<file path="src/rtl/mc14500_sequencer.sv">
// MC14500 program sequencer: PC, return stack, halt/step control.
// Splits program words into ICU opcode and I/O address.
package mc14500_pkg;
  typedef enum logic [3:0] {
    OP_NOPO = 4'h0,
    OP_LD   = 4'h1,
    OP_LDC  = 4'h2,
    OP_AND  = 4'h3,
    OP_ANDC = 4'h4,
    OP_OR   = 4'h5,
    OP_ORC  = 4'h6,
    OP_XNOR = 4'h7,
    OP_STO  = 4'h8,
    OP_STOC = 4'h9,
    OP_IEN  = 4'hA,
    OP_OEN  = 4'hB,
    OP_JMP  = 4'hC,
    OP_RTN  = 4'hD,
    OP_SKZ  = 4'hE,
    OP_NOPF = 4'hF
  } instruction_t;
endpackage

module mc14500_sequencer
  import mc14500_pkg::*;
#(
  parameter int PC_W        = 8,
  parameter int OPERAND_W   = 8,
  parameter int STACK_DEPTH = 4,
  localparam int LVL_W      = $clog2(STACK_DEPTH + 1)
) (
  input  logic                   clk,
  input  logic                   rst,
  output logic [PC_W-1:0]        prog_addr,
  input  logic [OPERAND_W+3:0]   prog_data,
  output instruction_t           instruction,
  output logic [OPERAND_W-1:0]   io_addr,
  input  logic                   jmp,
  input  logic                   rtn,
  input  logic                   flag_f,
  input  logic                   run,
  input  logic                   step,
  output logic                   halted,
  output logic [LVL_W-1:0]       stack_level,
  output logic                   stack_err
);

  typedef enum logic [1:0] {
    S_RUN,
    S_HALT,
    S_STEP
  } state_t;

  state_t state, state_nxt;

  logic [PC_W-1:0]      pc, pc_inc, pc_nxt;
  logic [PC_W-1:0]      stack [STACK_DEPTH];
  logic [LVL_W-1:0]     level, level_nxt;
  logic                 err;
  logic                 push, pop, err_set;
  logic                 exec, empty, full;
  logic [OPERAND_W-1:0] operand;
  logic [3:0]           opcode;

  assign operand = prog_data[OPERAND_W-1:0];
  assign opcode  = prog_data[OPERAND_W+3 -: 4];
  assign exec    = state != S_HALT;
  assign empty   = level == '0;
  assign full    = level == LVL_W'(STACK_DEPTH);
  assign pc_inc  = pc + PC_W'(1);

  // rtn outranks jmp so an illegal jmp+rtn never pushes
  always_comb begin
    pc_nxt  = pc;
    push    = 1'b0;
    pop     = 1'b0;
    err_set = 1'b0;
    if (exec) begin
      if (rtn) begin
        if (!empty) begin
          pc_nxt = stack[0];
          pop    = 1'b1;
        end else begin
          pc_nxt  = pc_inc;
          err_set = 1'b1;
        end
      end else if (jmp) begin
        pc_nxt = operand[PC_W-1:0];
        if (!full) push = 1'b1;
        else err_set = 1'b1;
      end else begin
        pc_nxt = pc_inc;
      end
    end
  end

  always_comb begin
    level_nxt = level;
    if (push) level_nxt = level + LVL_W'(1);
    else if (pop) level_nxt = level - LVL_W'(1);
  end

  always_comb begin
    state_nxt = state;
    unique case (state)
      S_RUN:   if (flag_f) state_nxt = S_HALT;
      S_HALT: begin
        if (run) state_nxt = S_RUN;
        else if (step) state_nxt = S_STEP;
      end
      S_STEP:  state_nxt = S_HALT;
      default: state_nxt = S_RUN;
    endcase
  end

  always_ff @(posedge clk or posedge rst) begin
    if (rst) begin
      state <= S_RUN;
      pc    <= '0;
      level <= '0;
      err   <= 1'b0;
    end else begin
      state <= state_nxt;
      pc    <= pc_nxt;
      level <= level_nxt;
      if (err_set) err <= 1'b1;
    end
  end

  // Shift-register stack: top of stack is always entry 0
  always_ff @(posedge clk or posedge rst) begin
    if (rst) begin
      for (int i = 0; i < STACK_DEPTH; i++)
        stack[i] <= '0;
    end else if (push) begin
      stack[0] <= pc_inc;
      for (int i = 1; i < STACK_DEPTH; i++)
        stack[i] <= stack[i-1];
    end else if (pop) begin
      for (int i = 0; i < STACK_DEPTH - 1; i++)
        stack[i] <= stack[i+1];
      stack[STACK_DEPTH-1] <= '0;
    end
  end

  assign prog_addr   = pc;
  assign instruction = (state == S_HALT) ? OP_NOPO
                                         : instruction_t'(opcode);
  assign io_addr     = operand;
  assign halted      = state != S_RUN;
  assign stack_level = level;
  assign stack_err   = err;

endmodule

</file>
<file path="config.mk">
export PLATFORM = sky130hd
export DESIGN_NAME = mc14500_sequencer
export DESIGN_NICKNAME = d
export VERILOG_FILES = /design/src/rtl/mc14500_sequencer.sv
export SDC_FILE = /design/constraint.sdc
export NUM_CORES = 1
export LEC_CHECK = 0
export ABC_CLOCK_PERIOD_IN_PS = 3600
export CORE_ASPECT_RATIO = 0.9
export CORE_MARGIN = 1.5
export CORE_UTILIZATION = 60
export DETAILED_ROUTE_END_ITERATION = 16
export DONT_BUFFER_PORTS = 1
export PLACE_DENSITY = 0.88
export SKIP_LAST_GASP = 1
export SYNTH_ARGS = -nofsm -noshare
export SYNTH_HDL_FRONTEND = slang
export SYNTH_SLANG_ARGS = --single-unit
</file>
<file path="constraint.sdc">
create_clock -name clk -period 3.6 [get_ports clk]
set_clock_uncertainty 0.2 [all_clocks]
set_input_delay 0.54 -clock clk [delete_from_list [all_inputs] [get_ports clk]]
set_output_delay 0.54 -clock clk [all_outputs]
set_load 0.02 [all_outputs]
</file>
**Word level (Yosys, flattened, before mapping)**

Cells that the tools add are included.

- Magnitude comparators: 0
- Reduce and logical (&&, ||, !) cells: 5
- Muxes and demuxes: 24
- $add $sub $neg: 3
- Eq/ne operators: 6
- Div/mod/pow operators: 0
- $mul: 0
- Shift-type cells: 0
- Bitwise operators: 0

Operator list:

| operator | count |
|---|---|
| two-way mux 32 bit | 2 |
| two-way mux 8 bit | 3 |
| two-way mux 1 bit | 12 |
| adder 8 x 1 -> 8 bit (second input constant) | 1 |
| two-way mux 2 bit | 3 |
| two-way mux 3 bit | 2 |
| case mux 2 bit (3 select lines) | 1 |
| two-way mux 4 bit | 1 |
| nonzero test 2 bit | 2 |
| adder 3 x 1 -> 3 bit (second input constant) | 1 |
| equality test 3 bit (second input constant) | 1 |
| zero test 3 bit | 1 |
| inequality test 3 bit (second input constant) | 1 |
| subtractor 3 x 1 -> 3 bit (second input constant) | 1 |
| equality test 2 x 1 -> 1 bit (second input constant) | 1 |
| equality test 2 bit (second input constant) | 1 |
| zero test 2 bit | 1 |
| inequality test 2 x 1 -> 1 bit (second input constant) | 1 |
| inequality test 2 bit (second input constant) | 1 |
| AND reduction 2 bit | 1 |

- Bits in writable memories: 0
- Memory bits (read-only): 0
- Flip-flop bits (word level): 46
- Memories kept: 0
- Bits in latches: 0
- Input bits: 19
- Logic and storage cells: 46

**Depth between registers and ports, before layout**

- Word-level depth: 6
- Depth in mapped cells: 10

**Least setup slack after synthesis**

No wires, ideal clock.

- Path type: register -> register
- From: register level[0], in the netlist stack_level[0]
- To: register level[1], in the netlist stack_level[1]
- Stages on the path, launching flop included: 8
- Data arrival time: 1833 ps
- Period minus slack after synthesis: 2158 ps
- Path buffers: 1
- Setup time: 125 ps
- Slack: 1442 ps
- Path through: dfrtp_1 > nor2_1 > a211o_1 > clkbuf_1 > nor2_1 > a21oi_1 > ha_1 > mux2_2

- Word-level cells in the longest chain between the ends: 6
- Elaborated cells on any way between the ends: 14
- Those cells by class: 2 x add/sub; 1 x eq/ne; 9 x mux; 2 x reduce/logical

RTL lines:

| what | line | RTL |
|---|---|---|
| from (decl) | 58 | `logic [LVL_W-1:0] level, level_nxt;` |
| from (signal assigned) | 125 | `level <= level_nxt;` |
| equality test 3 bit | 69 | `assign full = level == LVL_W'(STACK_DEPTH);` |
| two-way mux 1 bit | 89 | `if (!full) push = 1'b1;` |
| two-way mux 1 bit | 87 | `end else if (jmp) begin` |
| two-way mux 1 bit | 79 | `if (rtn) begin` |
| two-way mux 1 bit | 78 | `if (exec) begin` |
| two-way mux 3 bit (*) | 99 | `if (push) level_nxt = level + LVL_W'(1);` |
| via level_nxt[1] | 58 |  |

Mark *: on every way through the listed nets, which the timed path passes. The rest lies on a longest branch. The select of a mux whose other input is x is not followed.
A chain may end at the register's enable or synchronous reset.

**Worst setup path in the final report**

- From: register level[2], in the netlist stack_level[2]
- To: register stack[26] (netlist bit)

- Word-level cells in the longest chain between the ends: 6
- Elaborated cells on any way between the ends: 11
- Those cells by class: 1 x eq/ne; 8 x mux; 2 x reduce/logical

RTL lines:

| what | line | RTL |
|---|---|---|
| equality test 3 bit | 69 |  |
| two-way mux 1 bit | 89 |  |
| two-way mux 1 bit | 87 |  |
| two-way mux 1 bit | 79 |  |
| two-way mux 1 bit | 78 |  |
| two-way mux 32 bit / nonzero test 2 bit (equally long branches) | - |  |
| to (signal, indexed assignment) | 138 | `stack[i] <= stack[i-1];` |
| to (signal, indexed assignment) | 141 | `stack[i] <= stack[i+1];` |
| to (decl) | 57 | `logic [PC_W-1:0] stack [STACK_DEPTH];` |

Parallel ways exist; a longest one is shown, timed or not.

==> run metrics <==
fraction of the cycle the final worst path needs=0.693; relative slew slack=0.480; worst endpoint required time=3590 ps; CP max stage delay=650 ps; Sink Count=46; Syn Area/Cell=11.0 µm²; Top delay family on crit path=compound AO/OA/AOI/OAI gates; Residual DRC=0; Worst IR Drop VDD=0.638 mV; Crit-path slowest cell=dfrtp_1; Vias=1,661; Detailed Place HPWL=3.20 mm; initial antenna violation count=0; synthesized flop and latch total=46; Setup Viol. Count Final=0; worst-case clock buffer depth=2; total track usage=0.238; Nets=220; # IOs=44; clock insertion delay at the later pin of the skew report=300 ps; final worst slack=1110 ps; RSZ-0062 raised after global routing=false; antenna cells=0; final hold vios=0; grt ovf=0; Synthesized Nets=232; Mapped Area=0.00231 mm²; Min-Delay Path Class=primary input to asynchronous set/reset pin; root buf cell=clkbuf_8; CP Max Fanout=29; drt wl/cell=18.9 µm; Post-Route WL=4.64 mm; critical path, cell by cell=o31a_1 > and2_4 > nor2_2 > buf_4 > a221o_1; vias in the first global route=1,561; DRT iter0 DRCs=109; die area=0.00424 mm²; Die Span Y=61.9 µm; chip width=68.5 µm; status=complete, no violations; Placeable Area=0.00370 mm²; gpl congestion=0.820; Pleak=1.14 nW; first-pass GRT wire length=7.35 mm; number of port buffers=0; CTS buffer count=5; clock-pin slew on the worst setup and hold paths=90 ps; min Tclk post-route=2490 ps; Pwr per Cell Area=835 mW/mm²; Worst Max-Slew Pin Slew=778 ps; CTS tree=done; CTS H-tree lvls=2; initial core utilization=0.625; Fillers=287; crit path kind=register to register; CP bufs+invs=1; Mapped Cells=211; fin. max-slew vios=0; layout cells sized above 1=0.100; number of routed nets with antenna violations=0; Layout area overhead=1.84%; Setup WS pre-CTS=1140 ps; CP Capture Type=register; CP arrival=2490 ps; post-synthesis cell type count=40; drt pass-1 iters=5; post-synthesis sequential area ratio=0.497; MaxCap Viol Count=0; Final TNS setup=0 ps; largest net degree at the start of global routing=47; setup bufs post-CTS=0; synth warn=0; cts hold-fix bufs=0; Startpoint Class=register; # rows=21; f_max=401 MHz; # resized after CTS=0; vias per inst=6.75
[where the power goes]
part	internal [W]	total, W	switching [W]
registers	0.000706	0.00102	0.000309
logic	0.000272	0.000566	0.000293
clock network	0.000208	0.000388	0.000180
total	0.00119	0.00197	0.000783
[cell families (layout without fill, tap and decap cells)]
kind of cell | Yosys count | count (layout) | share of synthesized area
adders and majority gates | 2 | 2 | 0.0108
xor gates and xnor gates | 7 | 7 | 0.0265
buffers and inverters | 28 | 17 | 0.0773
and+or+nand+nor | 44 | 44 | 0.0924
muxes | 2 | 2 | 0.00973
AOI/OAI and AO/OA | 82 | 82 | 0.286
DFF | 46 | 46 | 0.497
[through the flow]
stage / power [W] / cells / utilization / cell area [µm²] / hold WS (ps)
floorplan: 0.00147 / 211 / - / 2310 / 259
global placement: 0.00153 / 238 / 0.606 / 2240 / 273
detailed placement: 0.00158 / 238 / 0.606 / 2240 / 290
CTS: 0.00197 / 246 / 0.636 / 2360 / 67.9
global route: 0.00207 / 246 / 0.636 / 2360 / 87.0
finish: 0.00197 / 246 / 0.636 / 2360 / 50.8
[state kept, by name, summed over array words and instances (netlist names)]
register,flops
state,2
stack_err,1
stack_level,3
stack,32
prog_addr,8
[path summary, 6_finish.rpt]
kind | from | endpoint | slack, ps | depth (start not counted)
worst max-delay path | stack_level[2] | stack[26] | 1110 | 5
worst min-delay path | rst | stack[6] | 50 | 2
worst max register to register | stack_level[2] | stack[26] | 1110 | 5
worst min register to register | state[0] | state[0] | 300 | 1
max in group asynchronous | rst | stack[16] | 2770 | 2
min in group clk | run | state[1] | 90 | 1
[layout make-up]
type,instances,area [µm²],share of cell area
inverters,5,18.8,0.00796
flip-flops and latches,46,1150,0.488
clock inverters,3,43.8,0.0186
clock buffers,5,68.8,0.0292
multi-input cells,137,987,0.419
well taps,46,57.6,0.0244
repair buffers,4,30.0,0.0127
[per-layer routing]
layer | routed length (µm) | GRT usage | up-vias
met4 | 104 | 0.100 | 0
met5 | 0 | 0 | -
met3 | 344 | 0.0757 | 12
li1 | - | - | 757
met2 | 2250 | 0.380 | 75
met1 | 1950 | 0.304 | 817
[cells in the final DEF, fill, tap and decap left out, drive strengths merged, types with 3 or more instances in the layout]
| cell | Yosys | layout |
|---|---|---|
| nor2b | 3 | 3 |
| clkbuf | 5 | 5 |
| and2 | 5 | 5 |
| inv | 5 | 5 |
| a21oi | 6 | 6 |
| a22o | 24 | 24 |
| a221oi | 6 | 6 |
| a221o | 5 | 5 |
| dfrtp | 46 | 46 |
| nor3 | 3 | 3 |
| nor2 | 17 | 17 |
| a21o | 17 | 17 |
| nand2 | 7 | 7 |
| xnor2 | 6 | 6 |
| nand3 | 3 | 3 |
| buf | 18 | 4 |
| o21ai | 7 | 7 |
[cells in the mapped netlist, drive strengths merged]
cell type,n,area share
ha,2,0.011
buf,18,0.061
inv,5,0.0081
nor2,17,0.028
a22oi,1,0.0054
a211o,1,0.0038
o32ai,1,0.0038
o21ai,7,0.015
a222oi,2,0.0086
a221o,5,0.022
nand2b,2,0.0054
a21oi,6,0.013
or2,1,0.0027
a22o,24,0.091
o31a,1,0.0038
dfrtp,46,0.50
a31o,1,0.0038
a221oi,6,0.023
a211oi,1,0.0086
nor2b,3,0.0081
o2bb2ai,1,0.0038
xor2,1,0.0038
o21a,2,0.0065
nand3,3,0.0065
a2bb2oi,1,0.0038
nor3,3,0.0065
xnor2,6,0.023
a21o,17,0.055
o22ai,2,0.0054
nand3b,2,0.0065
o211ai,2,0.0065
nor3b,1,0.0032
o311ai,1,0.0038
mux2,2,0.0097
clkbuf,5,0.0081
nand2,7,0.011
and2,5,0.015
[worst register-to-register path, delay by kind of cell (launching register included)]
| family | cells | cell delay, ps |
|---|---|---|
| AND/OR/NAND/NOR | 2 | 580 |
| flip-flops | 1 | 650 |
| AO/OA/AOI/OAI | 2 | 730 |
| buffers and inverters | 1 | 240 |
Note: power is estimated with default switching activity, not from simulation.
